<file path="config.mk">
export PLATFORM = sky130hd
export DESIGN_NAME = sr_btn_conditioner
export DESIGN_NICKNAME = d
export VERILOG_FILES = /design/src/rtl/sr_btn_conditioner.sv
export SDC_FILE = /design/constraint.sdc
export NUM_CORES = 1
export LEC_CHECK = 0
export BUFFER_PORTS_ARGS = -buffer_cell sky130_fd_sc_hd__buf_4
export CAP_MARGIN = 20
export CORE_MARGIN = 3
export CORE_UTILIZATION = 52
export DETAILED_ROUTE_END_ITERATION = 7
export GPL_TIMING_DRIVEN = 0
export PLACE_DENSITY = 0.73
export SYNTH_ARGS = -nofsm -noshare
export SYNTH_HDL_FRONTEND = slang
export SYNTH_SLANG_ARGS = --single-unit
</file>
<file path="constraint.sdc">
create_clock -name clk -period 1.22 [get_ports clk]
set_input_delay 0 -clock clk [delete_from_list [all_inputs] [get_ports clk]]
set_output_delay 0 -clock clk [all_outputs]
set_load 0.02 [all_outputs]
</file>
<file path="src/rtl/sr_btn_conditioner.sv">
// Button front end for the SR flip-flop: synchronises, debounces and edge-detects
// the raw set/clear buttons and issues spaced, mutually exclusive one-cycle s/r pulses.
module sr_btn_conditioner #(
    parameter int SYNC_STAGES     = 2,
    parameter int DEBOUNCE_CYCLES = 16,
    parameter int CNT_W           = 5,
    parameter int GAP_CYCLES      = 4,
    parameter bit CLR_PRIORITY    = 1'b1
) (
    input  logic clk,
    input  logic rst,
    input  logic set_btn,
    input  logic clr_btn,
    output logic s,
    output logic r,
    output logic set_lvl,
    output logic clr_lvl,
    output logic conflict
);

    localparam int GAP_W  = (GAP_CYCLES < 3) ? 2 : $clog2(GAP_CYCLES + 1);
    localparam int WARM_W = $clog2(SYNC_STAGES + 1);
    localparam logic [CNT_W-1:0]  CNT_LAST  = CNT_W'(DEBOUNCE_CYCLES - 1);
    localparam logic [WARM_W-1:0] WARM_FULL = WARM_W'(SYNC_STAGES);

    typedef enum logic [1:0] {IDLE, EMIT, GAP} state_t;

    // Channel index 0 is set, index 1 is clear throughout.
    logic [SYNC_STAGES-1:0] sync_set;
    logic [SYNC_STAGES-1:0] sync_clr;
    logic [1:0]             synced;
    logic [1:0]             lvl;
    logic [1:0]             lvl_d;
    logic [1:0]             armed;
    logic [1:0]             rise_q;
    logic [1:0]             pending;
    logic [CNT_W-1:0]       cnt [2];
    logic [WARM_W-1:0]      warm;
    logic                   warm_done;
    logic [GAP_W-1:0]       gap_cnt;
    logic                   clr_win;
    state_t                 state;

    assign synced    = {sync_clr[SYNC_STAGES-1], sync_set[SYNC_STAGES-1]};
    assign warm_done = (warm == WARM_FULL);
    assign clr_win   = pending[1] & (~pending[0] | CLR_PRIORITY);
    assign set_lvl   = lvl[0];
    assign clr_lvl   = lvl[1];

    // NOTE: every register below uses <= so all flops sample pre-edge values,
    // which keeps the pipeline stage counts exact regardless of statement order.
    always_ff @(posedge clk or posedge rst) begin
        if (rst) begin
            sync_set <= '0;
            sync_clr <= '0;
        end else begin
            sync_set <= {sync_set[SYNC_STAGES-2:0], set_btn};
            sync_clr <= {sync_clr[SYNC_STAGES-2:0], clr_btn};
        end
    end

    always_ff @(posedge clk or posedge rst) begin
        if (rst) begin
            lvl <= '0;
            for (int ch = 0; ch < 2; ch++) cnt[ch] <= '0;
        end else begin
            for (int ch = 0; ch < 2; ch++) begin
                if (synced[ch] == lvl[ch]) begin
                    cnt[ch] <= '0;
                end else if (cnt[ch] == CNT_LAST) begin
                    lvl[ch] <= ~lvl[ch];
                    cnt[ch] <= '0;
                end else begin
                    cnt[ch] <= cnt[ch] + CNT_W'(1);
                end
            end
        end
    end

    // A button still held through reset must be seen released before it can
    // issue a command, so re-debouncing after reset never replays a stale press.
    always_ff @(posedge clk or posedge rst) begin
        if (rst) begin
            warm   <= '0;
            armed  <= '0;
            lvl_d  <= '0;
            rise_q <= '0;
        end else begin
            if (!warm_done) warm <= warm + WARM_W'(1);
            armed  <= armed | ({2{warm_done}} & ~synced & ~lvl);
            lvl_d  <= lvl;
            rise_q <= lvl & ~lvl_d & armed;
        end
    end

    always_ff @(posedge clk or posedge rst) begin
        if (rst) begin
            state    <= IDLE;
            pending  <= '0;
            gap_cnt  <= '0;
            s        <= 1'b0;
            r        <= 1'b0;
            conflict <= 1'b0;
        end else begin
            s        <= 1'b0;
            r        <= 1'b0;
            conflict <= 1'b0;
            pending  <= pending | rise_q;
            case (state)
                IDLE: begin
                    if (|pending) begin
                        // Winner and loser are both consumed; only fresh edges survive.
                        pending  <= rise_q;
                        s        <= ~clr_win;
                        r        <= clr_win;
                        conflict <= &pending;
                        state    <= EMIT;
                    end
                end
                EMIT: begin
                    if (GAP_CYCLES == 1) begin
                        state <= IDLE;
                    end else begin
                        gap_cnt <= GAP_W'(GAP_CYCLES);
                        state   <= GAP;
                    end
                end
                GAP: begin
                    // The following IDLE cycle is itself the last quiet cycle.
                    if (gap_cnt <= GAP_W'(2)) state <= IDLE;
                    else gap_cnt <= gap_cnt - GAP_W'(1);
                end
                default: state <= IDLE;
            endcase
        end
    end

endmodule

</file>
==> out/metrics.cfg, run 1 <==
[timing]
maxSlewHeadroom=0.6846
setup_viol=2
finalClockSkew_ns=0.02075
max_freq_mhz=806.9
post-route-min-period_ns=1.239
rsz0062_at_grt=yes
fin_ws_ns=-0.01927
worstMarginPinSlew_ns=0.4726
min_period_over_period=1.016
hold_viol_final=0
hold_ws_ns=0.2342
drv_slew=0

[yosys]
yosysUniqueCellTypes=23
syn_nets=122
ys_ff_latch=34
syn_inst=113
synth.top_cell.area_share=0.6302
synth_seq_area_share=0.6302
yosys_warnings=0
synth_area_um2=1350
synth_top_cell_by_area=dfrtp_1
synth.area.top_cells=dfrtp_1, nor2_1, ha_1, xor2_1, inv_1
syn_area_per_cell_um2=11.95

[clocking]
clock_latency_ns=0.32
clockRootBuffer=clkbuf_4
path_clk_slew_ns=0.11
htreeDepth=2
cts_tree=yes
clk_path_buf_depth=2
cts.sinks=34
cts_buffers=5

[critical_path]
crit_end=gap_cnt[1]$_DFFE_PP0P_
cp_num_buf_inv=1
crit_chain=inv_1 > ha_4 > nor2_1 > a22oi_1 > o32ai_1
worst-r2r-setup-slack_ns=-0.02
reg2reg_from=gap_cnt[1]$_DFFE_PP0P_
cp-end-kind=register
cp.depth=5
cp-start-kind=register
cp_max_fo=4
cp.arrival_ns=1.45
r2r_end=gap_cnt[1]$_DFFE_PP0P_
max_stage_delay_ns=0.43
cp_top_family=flip-flops
crit_required_ns=1.43
crit_slowest_cell=dfrtp_1
reg2reg_depth=5
worstSetupPathType=register to register
critical_path.startpoint=gap_cnt[1]$_DFFE_PP0P_

[placed_design]
globalplace.congestion=0.6957
dp_hpwl_mm=1.449
port_buffers=8

[routing]
wl_per_cell_um=13.98
drcViolationCount=0
final_antenna_net_count=0
detail_route.vias_per_cell=5.146
wirelength_mm=2.390
firstDrtPassIters=4
vias=880
drt_iter0_markers=13

[cells_and_area]
drive_above_1_share=0.3217
finish.net_count=152
area_growth_pct=28.92
final_common_cell=dfrtp_1
final_cell_mix=dfrtp_1, buf_4, nor2_1, inv_1
antenna_cells=0
final_util=0.7439

[global_route]
antenna_found_initial=0
grt_first_pass_wirelength_mm=3.801
grt.overflow.total=0
grt_use_total=0.1538
grt_pass1_vias=889
grt_max_degree=26

[job]
max_cap_viol_count=0

[pwr]
leakagePower_nw=0.8800
powerDensity_nw_per_um2=1217
peakVddDrop_mv=1.351

[outcome]
failed_checks=negative setup slack
status=finished, violations left

[floorplanning]
num_rows=17
io_pins=9
die_w_um=56.96
die_area_um2=3244
floorplan.initialDensity=0.5770
core_area_um2=2340
die_h_um=56.96

[worst_hold_path]
hold_class=primary input to asynchronous set/reset pin

==> tightest hold or removal path: cells and delay by family <==
| family | cells | cell delay, ns |
|---|---|---|
| buffers and inverters | 3 | 1.01 |
==> synth_stat cells <==
| master | number |
|---|---|
| a21oi_1 | 2 |
| nand3_1 | 5 |
| o21ai_1 | 2 |
| o21ai_0 | 2 |
| and2_1 | 3 |
| dfrtp_1 | 34 |
| and3_1 | 3 |
| mux2_2 | 2 |
| o21ai_2 | 1 |
| nand2_1 | 6 |
| o311ai_2 | 1 |
| o211ai_1 | 1 |
| xnor2_1 | 2 |
| o32ai_1 | 1 |
| ha_1 | 5 |
| buf_2 | 2 |
| a22oi_1 | 2 |
| nor2b_4 | 2 |
| xor2_1 | 6 |
| inv_1 | 9 |
| nor2_1 | 17 |
| o21a_1 | 1 |
| a21o_1 | 4 |
==> power breakdown <==
part           total (mW)  switching [mW]  internal (mW)  leakage [nW]
sequential           1.17          0.0188           1.15         0.445
combinational       0.113          0.0576         0.0555         0.391
clock               0.836           0.359          0.478        0.0443
total                2.12           0.435           1.68         0.880
==> kinds of logic (layout without fill, tap and decap cells) <==
kind of cell             count (synthesis)  after routing  synth area share
AND/OR/NAND/NOR                         36             36            0.1307
flip-flops                              34             34            0.6302
AO/OA/AOI/OAI                           17             17           0.09176
buffers and inverters                   11             41           0.03244
XOR/XNOR                                 8              8           0.05190
adder cells (fa/ha/maj)                  5              5           0.04634
multiplexers                             2              2           0.01668
==> stage by stage <==
stage | cell area [µm²] | instances | TNS [ns] | setup slack [ns] | power (mW)
4_1_cts | 1659 | 166 | -0.03808 | -0.03749 | 2.121
2_1_floorplan | 1350 | 113 | 0 | 0.03165 | 1.241
6_report | 1740 | 171 | -0.03740 | -0.01927 | 2.119
3_3_place_gp | 1445 | 149 | -0.04706 | -0.02626 | 1.260
3_5_place_dp | 1473 | 150 | -0.1935 | -0.09859 | 1.281
5_1_grt | 1740 | 171 | -0.2389 | -0.09923 | 2.197
==> layout make-up <==
type | instances | area, µm²
flip-flops and latches | 34 | 850.8
well taps | 28 | 35.03
plain buffers | 2 | 10.01
fillers | 151 | 599.3
repair buffers | 23 | 200.2
multi-input cells | 68 | 529.3
inverters | 9 | 33.78
clock buffers | 6 | 51.30
clock inverters | 1 | 30.03
==> how the worst min path moves through the flow <==
stage | from | end | cells after the start
2_1_floorplan | clr_btn | sync_clr[0]$_DFF_PP0_ | 0
4_1_cts | rst | s$_DFF_PP0_ | 3
3_3_place_gp | set_btn | sync_set[0]$_DFF_PP0_ | 1
5_1_grt | rst | cnt[0]$_DFF_PP0_ | 3
3_5_place_dp | rst | gap_cnt[1]$_DFFE_PP0P_ | 2
6_report | rst | gap_cnt[1]$_DFFE_PP0P_ | 3
==> state kept, by name (all words and copies together) (netlist names) <==
| signal | cells |
|---|---|
| cnt | 10 |
| gap_cnt | 3 |
| armed | 2 |
| lvl | 2 |
| lvl_d | 2 |
| pending | 2 |
| rise_q | 2 |
| state | 2 |
| sync_clr | 2 |
| sync_set | 2 |
| warm | 2 |
| conflict | 1 |
| r | 1 |
| s | 1 |
==> what timing repair did <==
item	in CTS	in global routing
setup endpoints to repair	4	7
hold buffers	3	0
endpoints found under the hold margin	11	0
pin swaps	5	7
gates resized for setup	10	6
setup buffers	6	5
==> layer usage <==
metal	GRT usage	vias to the layer above	share of wire
li1	-	433	-
met4	0.06954	0	0.020
met5	0	-	0
met3	0.04751	6	0.031
met1	0.1842	425	0.45
met2	0.2545	16	0.50
Note: power is estimated with default switching activity, not from simulation.
==> run 2, diff against run 1 <==
--- a/config.mk
+++ b/config.mk
@@ -10,7 +10,7 @@
 export CORE_MARGIN = 3
 export CORE_UTILIZATION = 52
 export DETAILED_ROUTE_END_ITERATION = 7
-export GPL_TIMING_DRIVEN = 0
+export GPL_TIMING_DRIVEN = 1
 export PLACE_DENSITY = 0.73
 export SYNTH_ARGS = -nofsm -noshare
 export SYNTH_HDL_FRONTEND = slang
==> out/metrics.cfg, run 2 (synthesis gave the netlist of run 1 again) <==
[outcome]
status=finished, violations left
failed_checks=negative setup slack

[timing]
hold_viol_final=0
rsz0062_at_grt=yes
fin_ws_ns=-0.001307
drv_slew=0
max_freq_mhz=818.8
finalClockSkew_ns=0.01506
worstMarginPinSlew_ns=0.4049
min_period_over_period=1.001
post-route-min-period_ns=1.221
maxSlewHeadroom=0.7301
setup_viol=1

[cells_and_area]
nFillCells=161
final_cell_mix=dfrtp_1, buf_4, nor2_1, inv_1, xor2_1
antenna_cells=0
area_growth_pct=25.86
multiInputGateArea_um2=533.0
largest_register_ffs=10
register_area_um2=850.8
drive_above_1_share=0.3309
finalInstanceArea_um2=1699
finish.net_count=148
top_regs=cnt x10, gap_cnt x3
final_common_cell=dfrtp_1
top_register=cnt

[clocking]
path_clk_slew_ns=0.10
htreeDepth=2
clk_path_buf_depth=2
cts_tree=yes
cts_buffers=5
clock_latency_ns=0.32
clockRootBuffer=clkbuf_4
cts.sinks=34

[placed_design]
port_buffers=8
post-place-ws_ns=-0.02625
globalplace.congestion=0.7285
place_area_um2=1473
dp_hpwl_mm=1.447

[global_route]
grt_use_total=0.1531
top_usage_layer=met2
grt_pass1_vias=857
grt.overflow.total=0
met1_usage=0.1805
grt_util_met2=0.2382
grt_max_degree=35
grt_first_pass_wirelength_mm=3.726
antenna_found_initial=0
use_met3=0.06335

[job]
max_cap_viol_count=0

[floorplanning]
core_area_um2=2340
io_pins=9
num_rows=17
floorplan.initialDensity=0.5770
die_h_um=56.96
die_area_um2=3244
die_w_um=56.96

[routing]
wirelength_mm=2.171
firstDrtPassIters=4
drcViolationCount=0
detail_route.vias_per_cell=5.234
wl_per_cell_um=13.00
vias=874
drt_iter0_markers=20
final_antenna_net_count=0

[critical_path]
cp-start-kind=register
cp-end-kind=register
worstSetupPathType=register to register
cp_top_family=flip-flops
worst-r2r-setup-slack_ns=-0.001
cp.arrival_ns=1.42
reg2reg_from=cnt[0]$_DFF_PP0_
crit_required_ns=1.42
cp_num_buf_inv=0
crit_chain=ha_2 > nand3_2 > nor2_2 > mux2_4
cp_max_fo=3
r2r_end=lvl[1]$_DFFE_PP0P_
crit_slowest_cell=dfrtp_1
max_stage_delay_ns=0.37
reg2reg_depth=4

[pwr]
sw_frac_of_total=0.2019
p_sw_uw=425.6
internal_power_mw=1.682
clock_power_share=0.393
p_seq_frac=0.556
leakagePower_nw=0.8502
p_total_mw=2.108
power.share.combinational=0.051
peakVddDrop_mv=1.289
powerDensity_nw_per_um2=1240

[worst_hold_path]
hold_class=primary input to asynchronous set/reset pin

run 2: how the worst max path moves through the flow:
stage                                      start  slack [ns]  cells after the start                     end
after floorplan           gap_cnt[0]$_DFFE_PP0P_        0.03                      5  gap_cnt[0]$_DFFE_PP0P_
after global placement    gap_cnt[0]$_DFFE_PP0P_        0.02                      5  gap_cnt[0]$_DFFE_PP0P_
after detailed placement        cnt[0]$_DFF_PP0_       -0.03                      4      lvl[1]$_DFFE_PP0P_
after CTS                       cnt[0]$_DFF_PP0_       -0.02                      4      lvl[1]$_DFFE_PP0P_
after global routing            cnt[1]$_DFF_PP0_       -0.03                      4      lvl[1]$_DFFE_PP0P_
final                           cnt[0]$_DFF_PP0_      -0.001                      4      lvl[1]$_DFFE_PP0P_
run 2: cell type report:
class | instances | share of cell area
clock buffer | 6 | 0.03019
clock inverter | 1 | 0.01767
inverter | 9 | 0.01988
multi-input combinational | 68 | 0.3137
sequential | 34 | 0.5007
tap | 28 | 0.02062
timing repair buffer | 21 | 0.09720
run 2: power by group through the flow:
stage | combinational (mW) | clock, mW | sequential [mW]
final | 0.107 | 0.829 | 1.17
after global routing | 0.121 | 0.914 | 1.18
after CTS | 0.0954 | 0.844 | 1.17
after detailed placement | 0.0846 | 0 | 1.19
after global placement | 0.0805 | 0 | 1.19
after floorplan | 0.0555 | 0 | 1.19
run 2: layer usage:
layer | wire length (µm) | share of wire | up-vias
met4 | 33 | 0.015 | 0
met3 | 87 | 0.040 | 4
li1 | - | - | 421
met2 | 1071 | 0.49 | 13
met5 | 0 | 0 | -
met1 | 979 | 0.45 | 436
run 2: worst min-delay path: cells and delay by family:
family,cells,cell delay [ns]
buf+inv,4,1.07
run 2: metrics by stage:
stage / cells / setup TNS [ns] / utilization / hold slack, ns
finish: 167 / -0.001307 / 0.7262 / 0.3140
global route: 167 / -0.09261 / 0.7262 / 0.2958
CTS: 163 / -0.01656 / 0.6904 / 0.3048
detailed placement: 152 / -0.04383 / 0.6294 / 0.1103
global placement: 152 / 0 / 0.6294 / 0.1108
floorplan: 113 / 0 / - / 0.03143
run 2: repair_timing:
action	in CTS	in global routing
pin swaps	3	7
endpoints found under the hold margin	36	0
setup buffers	1	4
hold buffers	3	0
setup endpoints to repair	3	7
gates resized for setup	8	10
